### config.mk
export PLATFORM = sky130hd
export DESIGN_NAME = ksa8_slice_seq
export DESIGN_NICKNAME = d
export VERILOG_FILES = /design/src/rtl/ksa8_slice_seq.sv
export SDC_FILE = /design/constraint.sdc
export NUM_CORES = 1
export LEC_CHECK = 0
export ABC_AREA = 1
export CAP_MARGIN = 30
export CORE_UTILIZATION = 45
export CTS_BUF_LIST = sky130_fd_sc_hd__clkbuf_8 sky130_fd_sc_hd__clkbuf_16
export DETAILED_ROUTE_END_ITERATION = 8
export PLACE_DENSITY = 0.76
export RECOVER_POWER = 100
export SYNTH_ARGS = -nofsm -noshare
export SYNTH_HDL_FRONTEND = slang
export SYNTH_SLANG_ARGS = --single-unit
### constraint.sdc
create_clock -name clk -period 1.6 [get_ports clk]
set_input_delay 0.32 -clock clk [delete_from_list [all_inputs] [get_ports clk]]
set_output_delay 0.32 -clock clk [all_outputs]
set_load 0.02 [all_outputs]
### src/rtl/ksa8_slice_seq.sv
// ----------------------------------------------------------------------------
// ksa8_slice_seq
//
// Performs a WIDTH-bit addition (WIDTH = 8*NSLICE) one byte per cycle around
// an external, purely combinational 8-bit prefix adder that has no carry-in.
// This block sends one byte-slice of each operand to the adder every cycle.
// It adds the inter-slice carry to the returned sum and assembles the wide
// result. Operands arrive through a valid/ready handshake, and results leave
// through a second valid/ready handshake.
//
// Ports
//   clk        rising-edge clock
//   rst_n      synchronous active-low reset
//   in_valid   operand pair offered
//   in_ready   block can accept operands (IDLE only)
//   in_a/in_b  WIDTH-bit operands
//   add_a/b    byte-slice driven to the 8-bit adder (0 outside RUN)
//   add_sum    adder sum of add_a+add_b, same cycle
//   add_cout   adder carry-out, same cycle
//   out_valid  result available (DONE)
//   out_ready  consumer accepts result
//   out_sum    (in_a+in_b) mod 2^WIDTH
//   out_cout   carry out of bit WIDTH-1
//
// state | meaning
// ------+---------------------------------------------------------------
// IDLE  | waiting for operands; in_ready=1, adder inputs held at 0
// RUN   | one slice per cycle from the shift registers, carry folded in
// DONE  | result presented with out_valid=1 until out_ready is seen
// ----------------------------------------------------------------------------
module ksa8_slice_seq #(
   parameter int NSLICE = 4,
   localparam int WIDTH = 8 * NSLICE
) (
   input  logic             clk,
   input  logic             rst_n,
   input  logic             in_valid,
   output logic             in_ready,
   input  logic [WIDTH-1:0] in_a,
   input  logic [WIDTH-1:0] in_b,
   output logic [7:0]       add_a,
   output logic [7:0]       add_b,
   input  logic [7:0]       add_sum,
   input  logic             add_cout,
   output logic             out_valid,
   input  logic             out_ready,
   output logic [WIDTH-1:0] out_sum,
   output logic             out_cout
);

   localparam logic [1:0] ST_IDLE = 2'd0;
   localparam logic [1:0] ST_RUN  = 2'd1;
   localparam logic [1:0] ST_DONE = 2'd2;

   // The index is 4 bits wide because NSLICE is at most 16.
   localparam logic [3:0] LAST_IDX = 4'(NSLICE - 1);

   logic [1:0]       state_q, state_d;
   logic [WIDTH-1:0] a_q, a_d;
   logic [WIDTH-1:0] b_q, b_d;
   logic [3:0]       idx_q, idx_d;
   logic             cy_q, cy_d;
   logic [WIDTH-1:0] res_q, res_d;
   logic [WIDTH-1:0] sum_q, sum_d;
   logic             cout_q, cout_d;

   logic [7:0]       slice;
   logic             cy_next;

   // The adder has no carry input, so the incoming carry is added here.
   // The increment can only carry out of the byte when add_sum is 0xFF.
   // In that case the carry passes through even when add_cout is 0.
   assign slice   = add_sum + {7'd0, cy_q};
   assign cy_next = add_cout | ((&add_sum) & cy_q);

   always_comb begin
      state_d = state_q;
      a_d     = a_q;
      b_d     = b_q;
      idx_d   = idx_q;
      cy_d    = cy_q;
      res_d   = res_q;
      sum_d   = sum_q;
      cout_d  = cout_q;

      case (state_q)
         ST_IDLE: begin
            if (in_valid) begin
               a_d     = in_a;
               b_d     = in_b;
               idx_d   = 4'd0;
               cy_d    = 1'b0;
               res_d   = '0;
               state_d = ST_RUN;
            end
         end

         ST_RUN: begin
            for (int s = 0; s < NSLICE; s++) begin
               if (idx_q == 4'(s)) begin
                  res_d[8*s +: 8] = slice;
               end
            end
            a_d   = a_q >> 8;
            b_d   = b_q >> 8;
            idx_d = idx_q + 4'd1;
            cy_d  = cy_next;
            if (idx_q == LAST_IDX) begin
               // The output registers are separate from the working
               // result. This keeps out_sum stable after the handshake
               // while the next operation clears and rebuilds res_q.
               sum_d   = res_d;
               cout_d  = cy_next;
               state_d = ST_DONE;
            end
         end

         ST_DONE: begin
            if (out_ready) begin
               state_d = ST_IDLE;
            end
         end

         default: begin
            state_d = ST_IDLE;
         end
      endcase
   end

   always_ff @(posedge clk) begin
      if (!rst_n) begin
         state_q <= ST_IDLE;
         a_q     <= '0;
         b_q     <= '0;
         idx_q   <= 4'd0;
         cy_q    <= 1'b0;
         res_q   <= '0;
         sum_q   <= '0;
         cout_q  <= 1'b0;
      end else begin
         state_q <= state_d;
         a_q     <= a_d;
         b_q     <= b_d;
         idx_q   <= idx_d;
         cy_q    <= cy_d;
         res_q   <= res_d;
         sum_q   <= sum_d;
         cout_q  <= cout_d;
      end
   end

   // Reset is synchronous, so a state register can still hold RUN or DONE
   // while rst_n is low. Gating the outputs with rst_n forces them to 0
   // for the whole reset.
   assign in_ready  = rst_n & (state_q == ST_IDLE);
   assign out_valid = rst_n & (state_q == ST_DONE);
   assign out_sum   = rst_n ? sum_q : '0;
   assign out_cout  = rst_n & cout_q;
   assign add_a     = (rst_n && (state_q == ST_RUN)) ? a_q[7:0] : 8'd0;
   assign add_b     = (rst_n && (state_q == ST_RUN)) ? b_q[7:0] : 8'd0;

endmodule

# Word-level counts from Yosys, hierarchy flattened
# Cells that the tools add are included.
# word_totals
reg_bits	136
wordCells	52
# classes
mux	21
n_eq_ne	8
reduce_logical	8
bitwise_logic	5
n_addsub	2
# ops
operator	count
$pmux 32 s2	3
$mux 32	4
$mux 8	6
$add 8x1->8	1
$eq 4x2->1 const B	2
$pmux 4 s2	1
$reduce_and 8->1	1
$mux 2	3
$ne 2x2->1 const B	3
$pmux 2 s3	1
$add 4x1->4 const B	1
$and 1x1->1	4
$eq 4x1->1 const B	1
$logic_not 4->1	1
$mux 4	1
$reduce_and 2->1	2
$reduce_and 3->1	1
$eq 2x1->1 const B	1
$eq 2x2->1 const B	1
$logic_not 2->1	1
$pmux 1 s2	1
$reduce_bool 2->1	1
$logic_and 1x1->1	1
$mux 1	1
$or 1x1->1	1

# Depth between registers and ports, before layout
# Gate-level depths: netlist (run 1).
# depth
word_depth	4
ltp_mapped	10
mapped_depth_nobuf	10

# Least setup slack after synthesis (run 1)
# No wires, ideal clock.
# synth_path
path_type	reg2out
from	register state_q[0]
to	output port add_a[4]
path_slack_ns	-0.107
path_buffers	2
path_stages_with_launch	7
arrival_time_ns	1.387
cell_sequence	dfxtp_1 -> inv_2 -> nor2_4 -> nand2_2 -> buf_2 -> buf_1 -> nor2_1
# synth_via
elab_chain_cells	3
# synth_lines
element	line_no	source
from (decl)	58	logic [1:0] state_q, state_d;
from (signal assigned)	141	state_q <= state_d;
$eq 2x1->1	159	assign add_a = (rst_n && (state_q == ST_RUN)) ? a_q[7:0] : 8'd0;
$logic_and 1x1->1	159	
$mux 8	159	
to (decl)	41	output logic [7:0] add_a,
# Every way passes these cells.

# Worst setup path after layout (run 1)
# layout_path
from	register state_q[0]
to	output port add_b[2]
# layout_via
elab_chain_cells	3
# layout_lines
element	line_no	source
$eq 2x1->1	160	assign add_b = (rst_n && (state_q == ST_RUN)) ? b_q[7:0] : 8'd0;
$logic_and 1x1->1	160	
$mux 8	160	
to (decl)	42	output logic [7:0] add_b,
# Every way passes these cells.

==> flow_summary.yaml, run 1 <==
sta:
  maxClockFrequency_mhz: 545.2
  timing.max_slew.rel_slack: 0.7320
  layout_setup_ws_ps: -234.1
  rsz0062_at_grt: "yes"
  timing.clock.skew_ps: 6.056
  hold_viol_final: 0
  finalSetupViolCount: 86
  final.min_clock_period_ps: 1834
  tightestPinTransition_ps: 397.9
  setup_total_negative_slack_ps: -7736
  report.final.slew_viol_count: 0
  hold_slack_ps: 268.1
  layout_worst_path_cycle_share: 1.146
setup_path:
  cp_num_buf_inv: 4
  start_kind: "register"
  worst_setup_path_end_kind: "primary output"
  critPathArrivalTime_ps: 1510
  worstSetupPathDepth: 7
  cp_cell_sequence: "inv_2, nor2_4, nand2_4, buf_12, buf_6, nor2_4, buf_6"
  worst_path_max_delay_cell: "sky130_fd_sc_hd__dfxtp_2"
  worst_setup_path_startpoint: "state_q[0]"
  r2r-start: "state_q[1]"
  type_of_the_setup_path_with_the_least_slack: "reg -> out"
  worstPathRequired_ps: 1280
  reg2regPathDepth: 7
  r2r_slack_ps: -160
  critical-path-top-delay-family: "buffers and inverters"
  worstPathMaxFanout: 6
  endpoint_of_the_worst_slack_reg_to_reg_timing_path: "a_q[3]"
  crit_path_max_incr_delay_ps: 340
floorplanning:
  rows: 40
  die_x_um: 113.5
  die_height_um: 113.5
  core_region_area_um2: 12060
  top_level_ports: 128
  die_area_um2: 12890
  initial_core_util: 0.4642
cells_and_area:
  post-route-cell-area_um2: 8661
  num-fill-cells: 901
  diodes: 0
  final_layout_size_suffix_gt1_frac: 0.2085
  syn_to_final_growth_pct: 54.68
  fin_nets: 1039
cts:
  tritoncts: "built"
  max-clock-path-buffers: 2
  clk_latency_ps: 430
  path_clk_slew_ps: 60
  number_of_clock_sinks_seen_by_cts: 128
  cell_chosen_for_the_clock_root: "sky130_fd_sc_hd__clkbuf_16"
  holdBufCountCts: 0
  cts_buffers: 17
  h-tree-depth: 4
place:
  gpl.final_weighted_congestion: 0.8479
  place.port_buffers: 127
  dpl_wire_length_um: 10690
  pre_cts_ws_ps: -491.9
  detailed_place.area_um2: 7689
outcome:
  run_status: "finished, violations left"
  violations_in_the_final_reports: "negative setup slack"
routing:
  drtPass1Iterations: 6
  final_antenna_net_count: 0
  detail_route.iter0.violations: 540
  vias_per_cell: 5.290
  routed-via-count: 6015
  drc: 0
  routed_wl_um: 18340
  wire_per_inst_um: 16.13
worst_hold_path:
  hold_path.startpoint: "rst_n"
  holdPathEnd: "b_q[27]"
  holdCritPathClass: "in -> reg"
  whs_path_depth: 2
synth:
  yosys.cell_types.count: 36
  synthTopCellsByArea: "sky130_fd_sc_hd__dfxtp_1, sky130_fd_sc_hd__nand2_1, sky130_fd_sc_hd__inv_1"
  syn_nets: 840
  post-synth-top-count-cell: "sky130_fd_sc_hd__nand2_1"
  synth_seq_cells: 128
  synthesis.area_um2: 5599
  synth_top_area_share: 0.4577
  synth_cells: 757
  synth_warn: 0
  synth_top_flop_cell: "sky130_fd_sc_hd__dfxtp_1"
  syn_area_per_cell_um2: 7.396
  ys_async_sr_fraction: 0
  synth_edf_count: 0
  synth_sequential_area_ratio: 0.4577
  ys_top_cells_by_count: "sky130_fd_sc_hd__nand2_1, sky130_fd_sc_hd__dfxtp_1, sky130_fd_sc_hd__inv_1, sky130_fd_sc_hd__nor2_1, sky130_fd_sc_hd__o21ai_0"
  yosys.area.top_type: "sky130_fd_sc_hd__dfxtp_1"
grt:
  grt_max_degree: 44
  grt_use_total: 0.2719
  first_global_vias: 5552
  grt_first_pass_wirelength_um: 27210
  antenna_found_initial: 0
  globalRouteOverflowTotal: 0
power:
  total_power_mw: 8.663
  power.density_cell_area_nw_per_um2: 1000
  standby_leakage_power_nw: 4.276
  vdd.ir_drop.worst_v: 0.0006969
job:
  number_of_maximum_capacitance_violations: 0
==> worst max-delay path by stage <==
stage                     end
finish               add_b[2]
global route         add_a[3]
CTS                  add_a[0]
detailed placement  sum_q[14]
global placement     sum_q[6]
floorplan            add_a[0]
==> registers in the layout, summed over array words and instances, names as in the netlist <==
name and cells:
b_q 32, cout_q 1, state_q 2, idx_q 4
sum_q 32, res_q 24, cy_q 1, a_q 32
==> what timing repair did <==
item | in CTS | in global routing
cloned | 1 | 3
pin swaps | 3 | 11
buffers inserted | 5 | 7
setup endpoints to repair | 75 | 109
resized for setup | 169 | 53
==> layout by cell type, fill, tap and decap left out, types with 4 or more instances in the layout <==
| cell | instances |
|---|---|
| sky130_fd_sc_hd__o21ai_1 | 11 |
| sky130_fd_sc_hd__inv_2 | 4 |
| sky130_fd_sc_hd__dlygate4sd2_1 | 32 |
| sky130_fd_sc_hd__bufinv_16 | 4 |
| sky130_fd_sc_hd__o22ai_1 | 12 |
| sky130_fd_sc_hd__a32o_1 | 13 |
| sky130_fd_sc_hd__clkdlybuf4s50_1 | 74 |
| sky130_fd_sc_hd__a22oi_1 | 17 |
| sky130_fd_sc_hd__a21oi_1 | 18 |
| sky130_fd_sc_hd__a22oi_2 | 10 |
| sky130_fd_sc_hd__nand2_2 | 7 |
| sky130_fd_sc_hd__o211ai_1 | 5 |
| sky130_fd_sc_hd__o21ai_0 | 27 |
| sky130_fd_sc_hd__o221ai_1 | 5 |
| sky130_fd_sc_hd__buf_6 | 24 |
| sky130_fd_sc_hd__dfxtp_1 | 124 |
| sky130_fd_sc_hd__nor2_1 | 45 |
| sky130_fd_sc_hd__inv_1 | 119 |
| sky130_fd_sc_hd__buf_12 | 11 |
| sky130_fd_sc_hd__o32ai_1 | 9 |
| sky130_fd_sc_hd__ha_1 | 4 |
| sky130_fd_sc_hd__nor2_4 | 19 |
| sky130_fd_sc_hd__o31ai_1 | 9 |
| sky130_fd_sc_hd__nor2_2 | 4 |
| sky130_fd_sc_hd__buf_4 | 68 |
| sky130_fd_sc_hd__clkbuf_16 | 20 |
| sky130_fd_sc_hd__nand2_1 | 203 |
| sky130_fd_sc_hd__nand3_1 | 27 |
==> kinds of logic after synthesis <==
kind of cell               share of synthesized area
DFF                                           0.4577
and+or+nand+nor                               0.2264
AOI/OAI and AO/OA                             0.1828
buffers and inverters                         0.1166
adders and majority gates                    0.01341
xor gates and xnor gates                    0.003129
==> routing by layer <==
metal | global-route usage | share of wire | up-vias
li1 | - | - | 2850
met1 | 0.3419 | 0.40 | 2796
met2 | 0.4447 | 0.48 | 300
met3 | 0.06482 | 0.075 | 69
met4 | 0.1175 | 0.042 | 0
met5 | 0 | 0 | -
==> power breakdown <==
part / internal [mW] / switching (mW) / total [mW]
Clock: 2.66 / 1.43 / 4.09
Sequential: 3.34 / 0.0735 / 3.41
Combinational: 0.533 / 0.627 / 1.16
Total: 6.53 / 2.13 / 8.66
==> per-stage QoR <==
step                std cells  utilization
detailed placement       1092       0.6374
finish                   1137       0.7181
floorplan                 757            -
CTS                      1130       0.6998
global route             1137       0.7181
global placement         1092       0.6374
==> cell type report <==
cell class,count,area (um^2),area share
well taps,168,210.2,0.02427
multi-input cells,466,2603,0.3005
clock inverters,13,170.2,0.01965
inverters,124,473.0,0.05461
clock buffers,19,452.9,0.05230
repair buffers,219,2182,0.2519
flip-flops and latches,128,2570,0.2967
(Power assumes the default switching activity.)
==> run 2, diff against run 1 <==
- CAP_MARGIN: 30 -> default
- CORE_UTILIZATION: 45 -> 55
- DONT_BUFFER_PORTS: default -> 1
- PLACE_DENSITY: 0.76 -> 0.7
- clock period: 1.6 -> 2 ns (I/O delays scaled with it)
==> run 2 against run 1 <==
Against the previous run: the run now ends clean; sequential cell count is the same; via count shrank 17%; worst setup slack gained 280 ps; critical path depth shrank 1; power shrank 27%; first-iteration DRC count shrank 54%; core utilization shrank 5.1 points; largest cell class is now flip-flops and latches; largest power group unchanged; highest routed layer unchanged.
==> flow_summary.yaml, run 2 (synthesized netlist as in run 1, its figures left out) <==
floorplanning:
  core_region_area_um2: 9819
  top_level_ports: 128
  initial_core_util: 0.5702
  die_x_um: 102.9
  rows: 36
  die_height_um: 102.9
  die_area_um2: 10590
cts:
  path_clk_slew_ps: 60
  cts_buffers: 17
  tritoncts: "built"
  h-tree-depth: 4
  number_of_clock_sinks_seen_by_cts: 128
  clk_latency_ps: 520
  cell_chosen_for_the_clock_root: "sky130_fd_sc_hd__clkbuf_8"
  max-clock-path-buffers: 2
routing:
  routed_wl_um: 14300
  drtPass1Iterations: 5
  detail_route.iter0.violations: 246
  drc: 0
  final_antenna_net_count: 0
  routed-via-count: 5011
  wire_per_inst_um: 15.51
  vias_per_cell: 5.435
power:
  seq_power_share: 0.431
  total_power_mw: 6.311
  standby_leakage_power_nw: 3.259
  vdd.ir_drop.worst_v: 0.0006650
  p_clk_frac: 0.479
  power.density_cell_area_nw_per_um2: 963.9
  internal_power_mw: 4.846
  power.switching_fraction: 0.2322
  power_switching_mw: 1.465
  comb_power_share: 0.090
setup_path:
  crit_path_max_incr_delay_ps: 330
  start_kind: "register"
  reg2regPathDepth: 7
  worstPathRequired_ps: 1600
  worstPathMaxFanout: 11
  cp_cell_sequence: "inv_2, nor2_4, nand2_8, buf_12, nor2_1, buf_4"
  r2r-start: "state_q[0]"
  worst_path_max_delay_cell: "sky130_fd_sc_hd__dfxtp_2"
  r2r_slack_ps: 140
  type_of_the_setup_path_with_the_least_slack: "reg -> out"
  critPathArrivalTime_ps: 1550
  endpoint_of_the_worst_slack_reg_to_reg_timing_path: "b_q[16]"
  worst_setup_path_end_kind: "primary output"
grt:
  globalRouteOverflowTotal: 0
  first_global_vias: 4627
  grt_max_degree: 59
  antenna_found_initial: 0
  grt_first_pass_wirelength_um: 22180
  grt_use_total: 0.2781
cells_and_area:
  mostFrequentLayoutCell: "sky130_fd_sc_hd__nand2_1"
  fin_nets: 861
  top_regs: "a_q: 32 flops, b_q: 32 flops, sum_q: 32 flops"
  post-route-cell-area_um2: 6548
  commonest_cells_after_routing_fill_and_taps_aside: "sky130_fd_sc_hd__nand2_1, sky130_fd_sc_hd__dfxtp_1, sky130_fd_sc_hd__inv_1, sky130_fd_sc_hd__nor2_1, sky130_fd_sc_hd__o21ai_0"
  diodes: 0
  final_layout_size_suffix_gt1_frac: 0.1267
  syn_to_final_growth_pct: 16.94
sta:
  report.final.slew_viol_count: 0
  timing.max_slew.rel_slack: 0.6315
  layout_worst_path_cycle_share: 0.9752
  finalSetupViolCount: 0
  tightestPinTransition_ps: 551.9
  final.min_clock_period_ps: 1950
  maxClockFrequency_mhz: 512.7
  setup_total_negative_slack_ps: 0
  rsz0062_at_grt: "yes"
  hold_viol_final: 0
  timing.clock.skew_ps: 6.760
worst_hold_path:
  holdPathEnd: "a_q[29]"
  hold_path.startpoint: "in_a[29]"
  whs_path_depth: 2
  holdCritPathClass: "in -> reg"
place:
  place.port_buffers: 0
  dpl_wire_length_um: 9330
  detailed_place.area_um2: 5866
  gpl.final_weighted_congestion: 0.8629
outcome:
  run_status: "completed"
job:
  number_of_maximum_capacitance_violations: 0
run 2: changes by cell type in the layout (fill, tap and decap cells not counted), moves of 5 or more:
| cell | before | now |
|---|---|---|
| sky130_fd_sc_hd__nor2_1 | 45 | 55 |
| sky130_fd_sc_hd__dlygate4sd2_1 | 32 | 0 |
| sky130_fd_sc_hd__o21ai_1 | 11 | 0 |
| sky130_fd_sc_hd__buf_6 | 24 | 0 |
| sky130_fd_sc_hd__nor2_4 | 19 | 4 |
| sky130_fd_sc_hd__buf_12 | 11 | 3 |
| sky130_fd_sc_hd__nor2_2 | 4 | 9 |
| sky130_fd_sc_hd__clkbuf_8 | 2 | 8 |
| sky130_fd_sc_hd__o21ai_0 | 27 | 38 |
| sky130_fd_sc_hd__buf_4 | 68 | 35 |
| sky130_fd_sc_hd__nand2_1 | 203 | 208 |
| sky130_fd_sc_hd__clkdlybuf4s50_1 | 74 | 0 |
run 2: routing by layer:
metal  track usage  wire length (um)  vias to the layer above  share of wire
li1              -                 -                     2482              -
met1        0.3159              5782                     2323           0.40
met2        0.4764              7069                      188           0.49
met3       0.09492              1180                       18          0.083
met4        0.1181               265                        0          0.019
met5             0                 0                        -              0
run 2: power groups by stage:
stage	clock [mW]	sequential, mW	combinational [mW]
2_1_floorplan	0	2.76	0.408
3_3_place_gp	0	2.77	0.521
3_5_place_dp	0	2.77	0.536
4_1_cts	3.06	2.72	0.561
5_1_grt	3.17	2.73	0.635
6_report	3.02	2.72	0.567
run 2: worst max-delay path by stage:
stage / to / slack (ps) / cells after the start / start
detailed placement: res_q[4] / 320 / 10 / add_sum[0]
floorplan: add_a[4] / 210 / 6 / state_q[0]
global placement: sum_q[14] / 370 / 9 / add_sum[0]
CTS: add_a[7] / 8 / 5 / state_q[0]
global route: add_b[5] / -10 / 6 / state_q[0]
finish: add_b[1] / 50 / 6 / state_q[0]
run 2: metrics by stage:
stage / utilization / hold WS, ps / cells / worst slack [ps]
2_1_floorplan: - / 423.1 / 757 / 213.2
3_3_place_gp: 0.5974 / 434.7 / 885 / 366.3
3_5_place_dp: 0.5974 / 444.7 / 885 / 321.1
4_1_cts: 0.6646 / 9.959 / 920 / 7.526
5_1_grt: 0.6668 / 17.36 / 922 / -10.08
6_report: 0.6668 / 31.12 / 922 / 49.57
run 2: layout make-up:
class | instances | area (um^2)
multi-input cells | 466 | 2412
repair buffers | 41 | 347.8
fillers | 880 | 3272
well taps | 133 | 166.4
clock inverters | 6 | 80.08
flip-flops and latches | 128 | 2565
inverters | 124 | 465.4
clock buffers | 24 | 510.5
run 2: critical path, delay by kind of cell, from the launching register on:
family / cells / cell delay, ps
flops: 1 / 330
buf+inv: 3 / 350
simple gates: 3 / 340
run 2: what timing repair did:
action / in CTS / in global routing
endpoints found under the hold margin: 12 / 0
gates resized for setup: 3 / 8
hold buffers: 2 / 0
buffers inserted: 3 / 2
endpoints found under the setup margin: 11 / 15
cloned: 0 / 0
pin swaps: 2 / 2
==> run 3, diff against run 2 <==
- SLEW_MARGIN: default -> 30
==> results of run 3 <==
The final DEF is identical to that of run 2; final timing and power are the same.
